[src/rtl/score_display_pkg.sv]
// score_display_pkg
//   Shared definitions for the two-digit score display path:
//     state_t      converter FSM states (IDLE/SHIFT/DONE)
//     SEG_DIGIT    active-high 7-segment codes for 0..9 (bit0=a .. bit6=g)
//     SEG_DASH     "-" code shown when the value cannot be displayed
//     MAX_DISPLAY  largest value that fits in two decimal digits
//     seg_decode() digit -> segment code helper
package score_display_pkg;

  typedef enum logic [1:0] {
    IDLE  = 2'd0,
    SHIFT = 2'd1,
    DONE  = 2'd2
  } state_t;

  localparam logic [6:0] SEG_DIGIT [0:9] = '{
    7'h3F, 7'h06, 7'h5B, 7'h4F, 7'h66,
    7'h6D, 7'h7D, 7'h07, 7'h7F, 7'h6F
  };

  localparam logic [6:0] SEG_DASH = 7'h40;

  localparam int unsigned MAX_DISPLAY = 99;

  // Non-decimal nibbles never reach the display in normal use; show a dash.
  function automatic logic [6:0] seg_decode(input logic [3:0] d);
    if (d <= 4'd9) return SEG_DIGIT[d];
    return SEG_DASH;
  endfunction

endpackage

[src/rtl/score_display_driver_bin2bcd_seq.sv]
// bin2bcd_seq
//   Sequential double-dabble converter: BW-bit binary -> tens/ones BCD.
//   One conversion takes BW SHIFT edges plus one DONE edge.
//   Ports:
//     clk_i, rst_n_i  clock, asynchronous active-low reset
//     start           request a conversion (honoured only while idle)
//     value           binary value captured on an accepted start
//     busy            high while a conversion is in progress
//     done            high for the single DONE cycle; results valid then
//     tens, ones      BCD digits of the captured value
//     ovf             captured value exceeds MAX_DISPLAY
//     cap             the captured value itself
module bin2bcd_seq
  import score_display_pkg::*;
#(
  parameter int BW = 7
) (
  input  logic          clk_i,
  input  logic          rst_n_i,
  input  logic          start,
  input  logic [BW-1:0] value,
  output logic          busy,
  output logic          done,
  output logic [3:0]    tens,
  output logic [3:0]    ones,
  output logic          ovf,
  output logic [BW-1:0] cap
);

  localparam logic [2:0] LAST_ITER = 3'(BW - 1);

  state_t        state_q;
  logic [BW-1:0] bin_q;
  logic [BW-1:0] cap_q;
  logic [9:0]    bcd_q;    // {hundreds[1:0], tens[3:0], ones[3:0]}
  logic [9:0]    bcd_adj;
  logic [2:0]    iter_q;

  // Hundreds never exceeds 1 for BW<=7, so only tens/ones need the +3 fix.
  always_comb begin
    bcd_adj = bcd_q;
    if (bcd_q[3:0] >= 4'd5) bcd_adj[3:0] = bcd_q[3:0] + 4'd3;
    if (bcd_q[7:4] >= 4'd5) bcd_adj[7:4] = bcd_q[7:4] + 4'd3;
  end

  always_ff @(posedge clk_i or negedge rst_n_i) begin
    if (!rst_n_i) begin
      state_q <= IDLE;
      bin_q   <= '0;
      cap_q   <= '0;
      bcd_q   <= '0;
      iter_q  <= '0;
    end else begin
      case (state_q)
        IDLE: begin
          if (start) begin
            bin_q   <= value;
            cap_q   <= value;
            bcd_q   <= '0;
            iter_q  <= '0;
            state_q <= SHIFT;
          end
        end
        SHIFT: begin
          {bcd_q, bin_q} <= {bcd_adj, bin_q} << 1;
          iter_q <= iter_q + 3'd1;
          if (iter_q == LAST_ITER) state_q <= DONE;
        end
        DONE:    state_q <= IDLE;
        default: state_q <= IDLE;
      endcase
    end
  end

  assign busy = (state_q != IDLE);
  assign done = (state_q == DONE);
  assign tens = bcd_q[7:4];
  assign ones = bcd_q[3:0];
  assign ovf  = (32'(cap_q) > MAX_DISPLAY);
  assign cap  = cap_q;

endmodule

[src/rtl/score_display_driver.sv]
// score_display_driver
//   Converts the scoreboard count to two BCD digits and multiplexes them
//   onto a shared active-high 7-segment bus. Values above 99 show "--".
//   Ports:
//     clk_i      system clock
//     rst_n_i    asynchronous active-low reset
//     value_i    binary count to display
//     busy_o     conversion in progress
//     seg_o      segments, bit0=a .. bit6=g
//     dig_sel_o  one-hot digit enable, bit0=ones, bit1=tens
//   Build option:
//     SCORE_DISPLAY_LEADING_ZERO_BLANK_EN  blank a leading tens zero
module score_display_driver
  import score_display_pkg::*;
#(
  parameter int BW         = 7,
  parameter int REFRESH_BW = 10
) (
  input  logic          clk_i,
  input  logic          rst_n_i,
  input  logic [BW-1:0] value_i,
  output logic          busy_o,
  output logic [6:0]    seg_o,
  output logic [1:0]    dig_sel_o
);

  logic [BW-1:0]         last_q;
  logic [3:0]            tens_q;
  logic [3:0]            ones_q;
  logic                  ovf_q;
  logic [REFRESH_BW-1:0] refresh_q;

  logic          conv_done;
  logic [3:0]    conv_tens;
  logic [3:0]    conv_ones;
  logic          conv_ovf;
  logic [BW-1:0] conv_cap;
  logic          tens_phase;
  logic [6:0]    digit_seg;

  bin2bcd_seq #(
    .BW(BW)
  ) u_conv (
    .clk_i   (clk_i),
    .rst_n_i (rst_n_i),
    .start   (value_i != last_q),
    .value   (value_i),
    .busy    (busy_o),
    .done    (conv_done),
    .tens    (conv_tens),
    .ones    (conv_ones),
    .ovf     (conv_ovf),
    .cap     (conv_cap)
  );

  always_ff @(posedge clk_i or negedge rst_n_i) begin
    if (!rst_n_i) begin
      last_q <= '0;
      tens_q <= '0;
      ones_q <= '0;
      ovf_q  <= 1'b0;
    end else if (conv_done) begin
      last_q <= conv_cap;
      tens_q <= conv_tens;
      ones_q <= conv_ones;
      ovf_q  <= conv_ovf;
    end
  end

  assign tens_phase = refresh_q[REFRESH_BW-1];

  always_comb begin
    digit_seg = seg_decode(ones_q);
    if (ovf_q) begin
      digit_seg = SEG_DASH;
    end else if (tens_phase) begin
`ifdef SCORE_DISPLAY_LEADING_ZERO_BLANK_EN
      digit_seg = (tens_q == 4'd0) ? 7'h00 : seg_decode(tens_q);
`else
      digit_seg = seg_decode(tens_q);
`endif
    end
  end

  // Segments and enable are registered together so they switch on one edge.
  always_ff @(posedge clk_i or negedge rst_n_i) begin
    if (!rst_n_i) begin
      refresh_q <= '0;
      seg_o     <= '0;
      dig_sel_o <= '0;
    end else begin
      refresh_q <= refresh_q + 1'b1;
      seg_o     <= digit_seg;
      dig_sel_o <= tens_phase ? 2'b10 : 2'b01;
    end
  end

endmodule

[config.mk]
export PLATFORM = sky130hd
export DESIGN_NAME = score_display_driver
export DESIGN_NICKNAME = d
export VERILOG_FILES = /design/src/rtl/score_display_pkg.sv /design/src/rtl/score_display_driver_bin2bcd_seq.sv /design/src/rtl/score_display_driver.sv
export SDC_FILE = /design/constraint.sdc
export NUM_CORES = 1
export LEC_CHECK = 0
export CORE_ASPECT_RATIO = 1.1
export CORE_UTILIZATION = 63
export DETAILED_ROUTE_END_ITERATION = 7
export PLACE_DENSITY = 0.93
export REMOVE_ABC_BUFFERS = 1
export SYNTH_ARGS = -nofsm -noshare
export SYNTH_HDL_FRONTEND = slang
export SYNTH_SLANG_ARGS = --single-unit
export TNS_END_PERCENT = 10
[constraint.sdc]
create_clock -name clk_i -period 3.2 [get_ports clk_i]
set_clock_uncertainty 0.05 [all_clocks]
set_input_delay 0.96 -clock clk_i [delete_from_list [all_inputs] [get_ports clk_i]]
set_output_delay 0.96 -clock clk_i [all_outputs]
set_load 0.05 [all_outputs]
==> results.txt <==
Hold Path Class -> reg -> reg
number of global-route vias before repair -> 2129
final antenna-violating net count -> 0
sequential fraction of the synthesis area -> 50.3%
I/O Pins -> 19
Final Hold Fails -> 0
Mapped Cells -> 279
worst vdd ir -> 0.000680 V
fin crit period -> 2960 ps
CP arrival -> 1950 ps
worst skew pair latency -> 350 ps
Hold-fix buffers, CTS -> 0
hold slack -> 402 ps
vias -> 2143
die area -> 5180 sq um
CTS clock-pin slew for the worst setup and hold paths -> 60 ps
Resized cells post-CTS -> 0
crit path kind -> reg -> out
Sink Count -> 62
H-tree Lvls -> 3
clock buffer depth -> 2
clock buffer count from CTS -> 9
Placed Cells -> 346
Die H -> 75.4 um
Via density -> 5.92
final wirelength -> 5840 um
Port Buffers -> 18
final setup fails -> 0
first drt pass iteration count -> 4
initial antenna violation count -> 0
Finished Layout Cells -> 362
drt wl/cell -> 16.1 um
row cnt -> 26
slew margin rel. -> 44.5%
nets -> 329
Unique masters post-synth -> 40
Setup crit end kind -> output port
max-slew violation count -> 0
outcome -> finished clean
crit path launch type -> register
share of layout cells above drive strength 1 -> 14.4%
GR Util All Layers -> 27.1%
number of synthesized flops with an enable pin -> 0
leak pwr -> 1.62 nW
synthesized flop and latch total -> 62
Synth Flop Type -> dfrtp_1
fin worst setup slack -> 236 ps
CTS tree -> done
drt drc -> 0
period utilization -> 92.6%
Power, Total -> 3.45 mW
Syn Std Cell Area -> 3080 sq um
Max FO, Critical Path -> 7
Yosys warning count -> 0
Syn-to-layout area delta -> 15.2%
RSZ-0062 raised after global routing -> false
f_max -> 337 MHz
pwr/cell area -> 972 nW/um^2
GPL Wtd Cong -> 0.844
DP HPWL -> 4130 um
first-pass GRT wire length -> 9780 um
CP required -> 2190 ps
diode count -> 0
core area -> 4680 sq um
first-iteration detailed-routing DRC count -> 147
DIE WIDTH -> 68.7 um
TNS Setup -> 0 ps
Max Cap Viol -> 0
ys async rst share -> 100%
Post-CTS Setup Bufs -> 0
worst-margin pin slew -> 832 ps
Clock Root Buffer -> clkbuf_8
Syn Area/Cell -> 11.1 sq um
Initial Util -> 65.8%
GRT overflow -> 0
Place WS -> 315 ps
largest net degree at the start of global routing -> 33
-- registers in the layout, summed over array words and instances (netlist names) --
name	count
dig_sel_o	2
last_q	7
ones_q	4
ovf_q	1
refresh_q	10
seg_o	7
tens_q	4
u_conv.bcd_q	8
u_conv.bin_q	7
u_conv.cap	7
u_conv.iter_q	3
u_conv.state_q	2
-- Yosys cell counts, drive strengths merged, types with 8 or more instances --
library cell	number	area share, %
a21oi	11	1.8
clkbuf	8	0.97
dfrtp	62	50
ha	19	7.7
inv	18	2.2
mux2	16	5.8
nand2	16	1.9
nor2	13	1.6
o211ai	8	1.9
o21ai	18	3.0
xnor2	14	4.0
-- final timing paths --
kind / startpoint / to / slack [ps] / depth (start not counted)
worst max-delay path: u_conv.state_q[0] / busy_o / 240 / 3
worst min-delay path: refresh_q[9] / dig_sel_o[1] / 400 / 0
worst max register to register: last_q[5] / u_conv.cap[0] / 1290 / 4
worst min register to register: refresh_q[9] / dig_sel_o[1] / 400 / 0
max in group asynchronous: rst_n_i / u_conv.bin_q[3] / 1820 / 2
min in group asynchronous: rst_n_i / refresh_q[0] / 580 / 1
-- cell families (layout without fill, tap and decap cells) --
logic type,count (synthesis),in the layout,share of synthesized area (%)
AOI/OAI and AO/OA,70,70,16.1
adders and majority gates,19,19,7.71
buffers and inverters,30,57,3.77
xor gates and xnor gates,18,18,5.11
muxes,20,20,7.14
and+or+nand+nor,60,60,9.82
DFF,62,62,50.3
-- per-stage QoR --
stage          util [%]  instance area [sq um]
2_1_floorplan         -                   3030
3_3_place_gp       70.8                   3320
3_5_place_dp       70.8                   3320
4_1_cts            75.8                   3550
5_1_grt            75.8                   3550
6_report           75.8                   3550
-- report_power, final --
group / total, mW / switching (mW) / internal (mW)
clock: 0.797 / 0.296 / 0.501
combinational: 1.36 / 0.743 / 0.614
sequential: 1.30 / 0.246 / 1.05
total: 3.45 / 1.28 / 2.17
-- layout make-up --
type                    count  area (sq um)
well taps                  56          70.1
flip-flops and latches     62          1550
clock inverters             3          65.1
clock buffers              13           169
multi-input cells         187          1420
fillers                   324          1130
repair buffers             23           213
inverters                  18          67.6
-- layout by cell type, fill, tap and decap left out, types with 2 or more instances in the layout --
cell,count
a21bo_2,4
a21o_1,2
a21oi_1,11
a221o_1,2
a22o_1,6
a22oi_1,7
and2_1,2
and3_1,2
buf_4,5
bufinv_16,2
clkbuf_8,12
clkdlybuf4s50_1,17
dfrtp_1,62
ha_1,19
inv_1,18
mux2_2,16
mux2i_1,4
nand2_1,16
nand2b_1,7
nand3_1,6
nor2_1,13
nor2b_1,3
nor3_1,5
o211ai_1,8
o21ai_0,17
o21bai_1,4
o311ai_0,3
xnor2_1,14
xor2_1,4
-- critical path, cell delays in order, from the launching register on --
cell	delay (ps)
dfrtp_1	370
nor2_1	420
inv_1	100
clkdlybuf4s50_1	720
-- per-layer routing --
| layer | share of wire (%) | GRT usage, % | vias up |
|---|---|---|---|
| li1 | - | - | 1027 |
| met5 | 0 | 0 | - |
| met1 | 40 | 29.8 | 1055 |
| met4 | 2.7 | 12.2 | 0 |
| met2 | 53 | 47.7 | 46 |
| met3 | 3.8 | 8.23 | 15 |
No activity file was read; power rests on OpenSTA's default activity.
